--- src/rtl/hamming_encoder.sv ---
// hamming_encoder: encodes a 64-bit message into a 128-bit SEC codeword, LANES bytes per clock, with optional single-bit injection
module hamming_encoder #(
  parameter int LANES = 1
) (
  input  logic         clk,
  input  logic         rst,
  input  logic [63:0]  msg_in,
  input  logic         msg_valid,
  output logic         msg_ready,
  input  logic         inj_en,
  input  logic [6:0]   inj_pos,
  output logic [127:0] code_out,
  output logic         code_valid,
  input  logic         code_ready,
  output logic         busy,
  output logic [15:0]  words_sent
);
  localparam int NGRP = 8 / LANES;
  typedef enum logic [1:0] {IDLE, ENCODE, DONE} state_t;
  state_t state_q, state_d;
  logic [2:0] idx_q, idx_d;
  logic [63:0] msg_q, msg_d;
  logic inj_en_q, inj_en_d;
  logic [6:0] inj_pos_q, inj_pos_d;
  logic [127:0] code_q, code_d;
  logic [15:0] words_q, words_d;
  int blk;
  function automatic logic [15:0] enc(input logic [7:0] d);
    logic [15:0] b;
    b = '0;
    {b[12], b[10], b[9], b[8], b[6], b[5], b[4], b[3]} = d;
    b[14] = b[12] ^ b[10] ^ b[8] ^ b[6] ^ b[4];
    b[13] = b[12] ^ b[9] ^ b[8] ^ b[5] ^ b[4];
    b[11] = b[10] ^ b[9] ^ b[8] ^ b[3];
    b[7]  = b[6] ^ b[5] ^ b[4] ^ b[3];
    b[15] = ^b[14:0];
    return b;
  endfunction
  // next-state: accept in IDLE, write one lane group per ENCODE cycle, hand off in DONE
  always_comb begin
    state_d   = state_q;
    idx_d     = idx_q;
    msg_d     = msg_q;
    inj_en_d  = inj_en_q;
    inj_pos_d = inj_pos_q;
    code_d    = code_q;
    words_d   = words_q;
    blk       = 0;
    if (state_q == IDLE) begin
      if (msg_valid) begin
        msg_d     = msg_in;
        inj_en_d  = inj_en;
        inj_pos_d = inj_pos;
        idx_d     = 3'd0;
        state_d   = ENCODE;
      end
    end else if (state_q == ENCODE) begin
      for (int l = 0; l < LANES; l++) begin
        blk = int'(idx_q) * LANES + l;
        code_d[blk*16 +: 16] = enc(msg_q[blk*8 +: 8]) ^
          ((inj_en_q && int'(inj_pos_q[6:4]) == blk) ? (16'd1 << inj_pos_q[3:0]) : 16'd0);
      end
      idx_d   = idx_q + 3'd1;
      state_d = (idx_q == 3'(NGRP - 1)) ? DONE : ENCODE;
    end else if (code_ready) begin
      words_d = (words_q == 16'hFFFF) ? words_q : words_q + 16'd1;
      state_d = IDLE;
    end
  end
  // state registers, cleared asynchronously so a reset aborts any word in flight
  always_ff @(posedge clk or posedge rst) begin
    if (rst) begin
      state_q   <= IDLE;
      idx_q     <= '0;
      msg_q     <= '0;
      inj_en_q  <= 1'b0;
      inj_pos_q <= '0;
      code_q    <= '0;
      words_q   <= '0;
    end else begin
      state_q   <= state_d;
      idx_q     <= idx_d;
      msg_q     <= msg_d;
      inj_en_q  <= inj_en_d;
      inj_pos_q <= inj_pos_d;
      code_q    <= code_d;
      words_q   <= words_d;
    end
  end
  assign msg_ready  = state_q == IDLE;
  assign code_valid = state_q == DONE;
  assign busy       = state_q != IDLE;
  assign code_out   = code_q;
  assign words_sent = words_q;
endmodule

--- config.mk ---
export PLATFORM = sky130hd
export DESIGN_NAME = hamming_encoder
export DESIGN_NICKNAME = d
export VERILOG_FILES = /design/src/rtl/hamming_encoder.sv
export SDC_FILE = /design/constraint.sdc
export NUM_CORES = 1
export LEC_CHECK = 0
export CAP_MARGIN = 25
export CORE_MARGIN = 2
export CORE_UTILIZATION = 28
export CTS_CLUSTER_DIAMETER = 200
export CTS_CLUSTER_SIZE = 40
export DETAILED_ROUTE_END_ITERATION = 10
export HOLD_SLACK_MARGIN = 0.12
export PLACE_DENSITY = 0.62
export SYNTH_ARGS = -nofsm -noshare
export SYNTH_HDL_FRONTEND = slang
export SYNTH_SLANG_ARGS = --single-unit
--- constraint.sdc ---
create_clock -name clk -period 23.8 [get_ports clk]
set_clock_uncertainty 0.05 [all_clocks]
set_input_delay 7.14 -clock clk [delete_from_list [all_inputs] [get_ports clk]]
set_output_delay 7.14 -clock clk [all_outputs]
set_load 0.1 [all_outputs]
==> reports/metrics.csv, run 1 <==
stage;metric;value;unit
global_route;antenna_found_initial;0;
cells_and_area;antennaDiodeCount;0;
route;drtIter0Drc;315;
route;ant_nets;0;
worst_setup_path;critical_path_class;flip-flop to primary output;
route;vias_per_cell;4.69;
floorplan;start_util;28.5;%
synth;yosysWarnings;0;
cells_and_area;fillers;3369;
timing;tightest_slew;1.04;ns
global_route;grt_pass1_wl;40.8;mm
cells_and_area;final_area;13000;um^2
cells_and_area;multi_input_area;4160;um^2
global_route;grt.overflow.total;0;
synth;synth_xor_area_share;6.46;%
floorplan;die_w;192;um
timing;setup_slack;14.13;ns
timing;final-hold-violation-count;0;
route;wl_per_cell;18.9;um
clock_network;clkLatencyLatePin;0.49;ns
synth;ys_seq_area_share;56.1;%
clock_network;cts_max_level;1;
route;vias;6620;
clock_network;clk_path_buf_depth;3;
timing;fmax;103;MHz
place;placed_cell_area;12600;um^2
place;preCtsSetupSlack;14.61;ns
synth;muxShareOfSynthArea;23.7;%
clock_network;cts_sinks;221;
synth;yosysTopAreaCellShare;56.1;%
worst_setup_path;cp-start-kind;flip-flop;
synth;synth_flop_cell;dfrtp_1;
min_path;hold_class;flip-flop to flip-flop;
synth;synth_edf_count;0;
run_status;status;complete, no violations;
synth;synthTopCellsByArea;dfrtp_1 (56%), mux2_2 (17%), xnor2_1 (3.9%), nand2_1 (3.0%), mux4_2 (2.7%);
synth;syn_area;9860;um^2
cells_and_area;ff_latch_area;5530;um^2
min_path;min_path_cells;2;
worst_setup_path;crit_arrival;2.48;ns
clock_network;post_cts_buffers;0;
timing;finalMaxSlewViolations;0;
place;port_buffers;222;
synth;yosysTopAreaCell;dfrtp_1;
clock_network;post_cts_resized;0;
synth;synthCells;745;
global_route;grt_max_degree;81;
timing;period_share;40.6;%
floorplan;die_y;192;um
worst_setup_path;r2r_cells;8;
cells_and_area;drive_gt1_share;21.1;%
worst_setup_path;worstPathRequired;16.61;ns
synth;synth_top_family_by_area;multiplexers;
timing;hold_slack;0.442;ns
timing;setup_viol;0;
synth;syn-num-nets;826;
place;gp_congestion;0.775;
synth;synth_seq_cells;221;
clock_network;clkTransAtPathRegs;0.13;ns
synth;ys_types;44;
floorplan;core;34600;um^2
cells_and_area;fin_nets;1039;
clock_network;cts_root_buf;clkbuf_16;
global_route;grt_pass1_vias;6721;
run;maxCapViolCount;0;
floorplan;rows;68;
floorplan;io_pins;223;
synth;syn_avg_cell_area;13.2;um^2
clock_network;cts_hold_buf;0;
route;drc;0;
worst_setup_path;r2r_end;code_out[41];
timing;fin_crit;9.67;ns
synth;async_reset_ff_share;100;%
route;drt-total-wl;26.7;mm
worst_setup_path;r2r_start;idx_q[0];
worst_setup_path;worstPathMaxFanout;9;
timing;rsz0062_at_grt;false;
floorplan;fp.dieArea;36700;um^2
worst_setup_path;end_kind;primary output;
place;dp_hpwl;19.9;mm
worst_setup_path;rrSetupSlack;20.21;ns
cells_and_area;syn2layout_area_growth;31.4;%
clock_network;cts_made_buffers;9;
timing;relSlewSlack;30.3;%
clock_network;tritoncts;done;
timing;setup-tns-final;0;ns
min_path;min-delay-start;code_out[1];
synth;yosys.area_share.adder;0.634;%
synth;synth_compound_area_share;3.89;%
route;drtPass1Iterations;4;
min_path;worstHoldEndpoint;code_out[1];
global_route;grtUsageTotal;14.5;%
synth;synth-simple-area-share;7.31;%
[through the flow]
stage          std cells  util [%]
2_1_floorplan        745         -
3_3_place_gp        1396      36.4
3_5_place_dp        1399      36.5
4_1_cts             1410      37.2
5_1_grt             1413      37.4
6_report            1413      37.4
[flip-flops by register name, indices dropped and copies added (netlist names)]
name        count
inj_en_q        1
msg_q          64
state_q         2
idx_q           3
words_sent     16
inj_pos_q       7
code_out      128
[logic make-up (layout without fill, tap and decap cells)]
family,Yosys count,in the layout
AO/OA/AOI/OAI,61,61
XOR/XNOR,71,71
adder cells (fa/ha/maj),5,5
buffers and inverters,45,258
flip-flops,221,221
multiplexers,185,185
AND/OR/NAND/NOR,157,157
[synthesized netlist by cell type, drive strengths merged (3+ instances only)]
cell type,number
nor2b,4
o41ai,4
xor2,26
nand2,79
nand3,11
clkbuf,32
nor2,26
ha,5
xnor2,44
and2,4
mux2,150
nor4,8
nor3,7
o31ai,16
mux4,21
dfrtp,221
inv,7
a21oi,3
o21ai,30
mux2i,14
nand2b,5
buf,6
[per-layer routing]
metal  global-route usage (%)  wire length [um]
met5                        0                 0
met1                     20.4             12100
met4                     2.37               331
met3                     1.86              1260
met2                     24.3             13000
[critical path, cell delays in order (launching register included)]
cell and delay [ns]:
dfrtp_1 0.47, or2_2 0.33, inv_1 0.08, clkdlybuf4s50_1 1.13
[area by class of cell]
class                      count  area share (%)
clock buffer                  10            1.77
clock inverter                 1           0.155
inverter                       7           0.261
multi-input combinational    479            32.1
sequential                   221            42.7
tap                          455            4.39
timing repair buffer         240            18.6
[worst max-delay path by stage]
| stage | slack [ns] | cells after the start | endpoint | startpoint |
|---|---|---|---|---|
| global placement | 14.63 | 3 | code_out[33] | rst |
| detailed placement | 14.61 | 3 | code_out[105] | rst |
| floorplan | 10.56 | 1 | code_out[0] | rst |
| global route | 14.05 | 3 | msg_ready | state_q[1] |
| finish | 14.13 | 3 | msg_ready | state_q[1] |
| CTS | 14.10 | 3 | msg_ready | state_q[1] |
[cells in the final DEF (no fill, tap or decap), types with 2 or more instances in the layout]
cell	netlist	final
a21o_1	2	2
a21oi_1	3	3
a22o_1	2	2
a31o_2	2	2
and2_1	4	3
and3_1	2	2
buf_16	0	3
buf_4	0	14
clkbuf_16	0	9
clkdlybuf4s50_1	0	222
dfrtp_1	221	220
ha_1	5	5
inv_1	6	5
mux2_2	150	150
mux2i_1	14	14
mux4_1	9	9
mux4_2	12	12
nand2_1	79	79
nand2b_1	5	5
nand3_1	11	11
nand4_1	2	2
nor2_1	26	24
nor2_2	0	2
nor2b_1	4	4
nor3_1	7	7
nor4_1	8	8
o21ai_0	30	30
o31ai_1	16	16
o41ai_1	4	4
xnor2_1	44	44
xor2_1	26	26
Power of run 1 is left out: the tool's default activity adds up to more than one toggle a clock period on the data nets, which glitch-free logic cannot reach.
==> run 2: changes to the inputs <==
PLACE_DENSITY = 0.63   (was 0.62)
clock period = 8.35 ns   (was 23.8 ns; I/O delays follow)
==> run 2 against run 1 <==
Sequential cell count is the same. Cell count about the same. Routed wire length fell by 1.5%. Register-to-register slack lost 15 ns. Sequential share of layout area hardly changed. Critical endpoint unchanged. Highest routed layer is now met5.
==> reports/metrics.csv, run 2 (same netlist as run 1, synthesis figures left out) <==
stage;metric;value;unit
floorplan;core;34600;um^2
worst_setup_path;slowest_stage;clkdlybuf4s50_1;
cells_and_area;final_common_cell;clkdlybuf4s50_1;
global_route;grtUsageTotal;14.3;%
floorplan;die_w;192;um
floorplan;rows;68;
route;drc;0;
place;gp_congestion;0.757;
min_path;min-delay-start;code_out[124];
worst_setup_path;critical_path_class;flip-flop to primary output;
timing;rsz0062_at_grt;false;
worst_setup_path;cp-start-kind;flip-flop;
global_route;grt_max_degree;156;
clock_network;clkTransAtPathRegs;0.15;ns
route;ant_nets;0;
clock_network;clk_path_buf_depth;3;
worst_setup_path;crit_family;buffers and inverters;
clock_network;cts_sinks;221;
timing;finalMaxSlewViolations;0;
cells_and_area;drive_gt1_share;20.8;%
route;drtIter0Drc;303;
cells_and_area;syn2layout_area_growth;31.2;%
clock_network;post_cts_resized;0;
global_route;grt.overflow.total;0;
clock_network;cts_made_buffers;9;
timing;setup-tns-final;0;ns
worst_setup_path;r2r_start;idx_q[0];
timing;tightest_slew;1.09;ns
global_route;grt_pass1_vias;6721;
timing;fin_crit;5.07;ns
clock_network;clkLatencyLatePin;0.49;ns
timing;period_share;60.8;%
route;drtPass1Iterations;4;
worst_setup_path;end_kind;primary output;
worst_setup_path;worstPathMaxFanout;9;
place;preCtsSetupSlack;3.66;ns
run_status;status;complete, no violations;
worst_setup_path;cp_slowest_stage_delay;1.14;ns
clock_network;cts_root_buf;clkbuf_16;
worst_setup_path;crit_arrival;2.52;ns
worst_setup_path;worstPathRequired;5.80;ns
global_route;grt_pass1_wl;40.0;mm
cells_and_area;final_cell_mix;clkdlybuf4s50_1 (222), dfrtp_1 (220), mux2_2 (150);
timing;setup_slack;3.28;ns
floorplan;io_pins;223;
clock_network;cts_hold_buf;0;
place;port_buffers;222;
timing;relSlewSlack;27.1;%
min_path;hold_class;flip-flop to flip-flop;
cells_and_area;ff_latch_area;5530;um^2
floorplan;die_y;192;um
cells_and_area;largest_reg_flops;128;
route;drt-total-wl;26.3;mm
cells_and_area;fin_nets;1035;
timing;final-hold-violation-count;0;
route;wl_per_cell;18.6;um
clock_network;tritoncts;done;
clock_network;cts_max_level;1;
floorplan;start_util;28.5;%
clock_network;post_cts_buffers;0;
worst_setup_path;crit_path_start;state_q[1];
place;dp_hpwl;19.4;mm
run;maxCapViolCount;0;
floorplan;fp.dieArea;36700;um^2
worst_setup_path;worstPathCellList;or2_2 -> inv_1 -> clkdlybuf4s50_1;
timing;fmax;197;MHz
cells_and_area;multi_input_area;4160;um^2
route;vias_per_cell;4.61;
worst_setup_path;crit_buf_inv;2;
global_route;antenna_found_initial;4;
timing;setup_viol;0;
route;vias;6515;
cells_and_area;fillers;3379;
[run 2: cell types whose count changed in the layout (fill, tap and decap cells not counted), sizes merged]
cell	previous run	this run
inv	8	7
buf	18	14
clkinvlp	0	1
diode	0	3
[run 2: worst paths after layout]
kind	slack [ns]	endpoint	cells after the start
min	0.44	code_out[124]	2
max	3.28	msg_ready	3
min reg2reg	0.44	code_out[124]	2
max reg2reg	4.83	code_out[110]	8
max in group asynchronous	4.20	words_sent[0]	4
min in group asynchronous	2.53	code_out[93]	3
[run 2: layout make-up]
type	count	share of cell area [%]
antenna	3	0.0580
clock buffer	10	1.77
clock inverter	1	0.155
inverter	7	0.232
multi-input combinational	479	32.1
sequential	221	42.7
tap	455	4.40
timing repair buffer	236	18.5
[run 2: per-layer routing]
layer | share of wire (%) | wire length [um] | track usage [%]
met1 | 46 | 12200 | 19.8
met2 | 47 | 12400 | 23.8
met3 | 4.8 | 1250 | 2.30
met4 | 1.6 | 425 | 2.72
met5 | 0.049 | 13 | 0
[run 2: per-stage QoR]
stage | hold slack [ns] | cells | cell area, um^2 | util, %
final | 0.442 | 1412 | 12900 | 37.4
after global routing | 0.464 | 1411 | 12900 | 37.4
after CTS | 0.447 | 1408 | 12900 | 37.3
after detailed placement | 0.414 | 1397 | 12700 | 36.6
after global placement | 0.405 | 1394 | 12600 | 36.4
after floorplan | 0.422 | 745 | 9870 | -
[run 2: worst min-delay path: stages, from the launching register on]
cell and delay, ns:
dfrtp_1 0.37, nand2_1 0.05, o31ai_1 0.05
Power of run 2 is left out for the same reason.
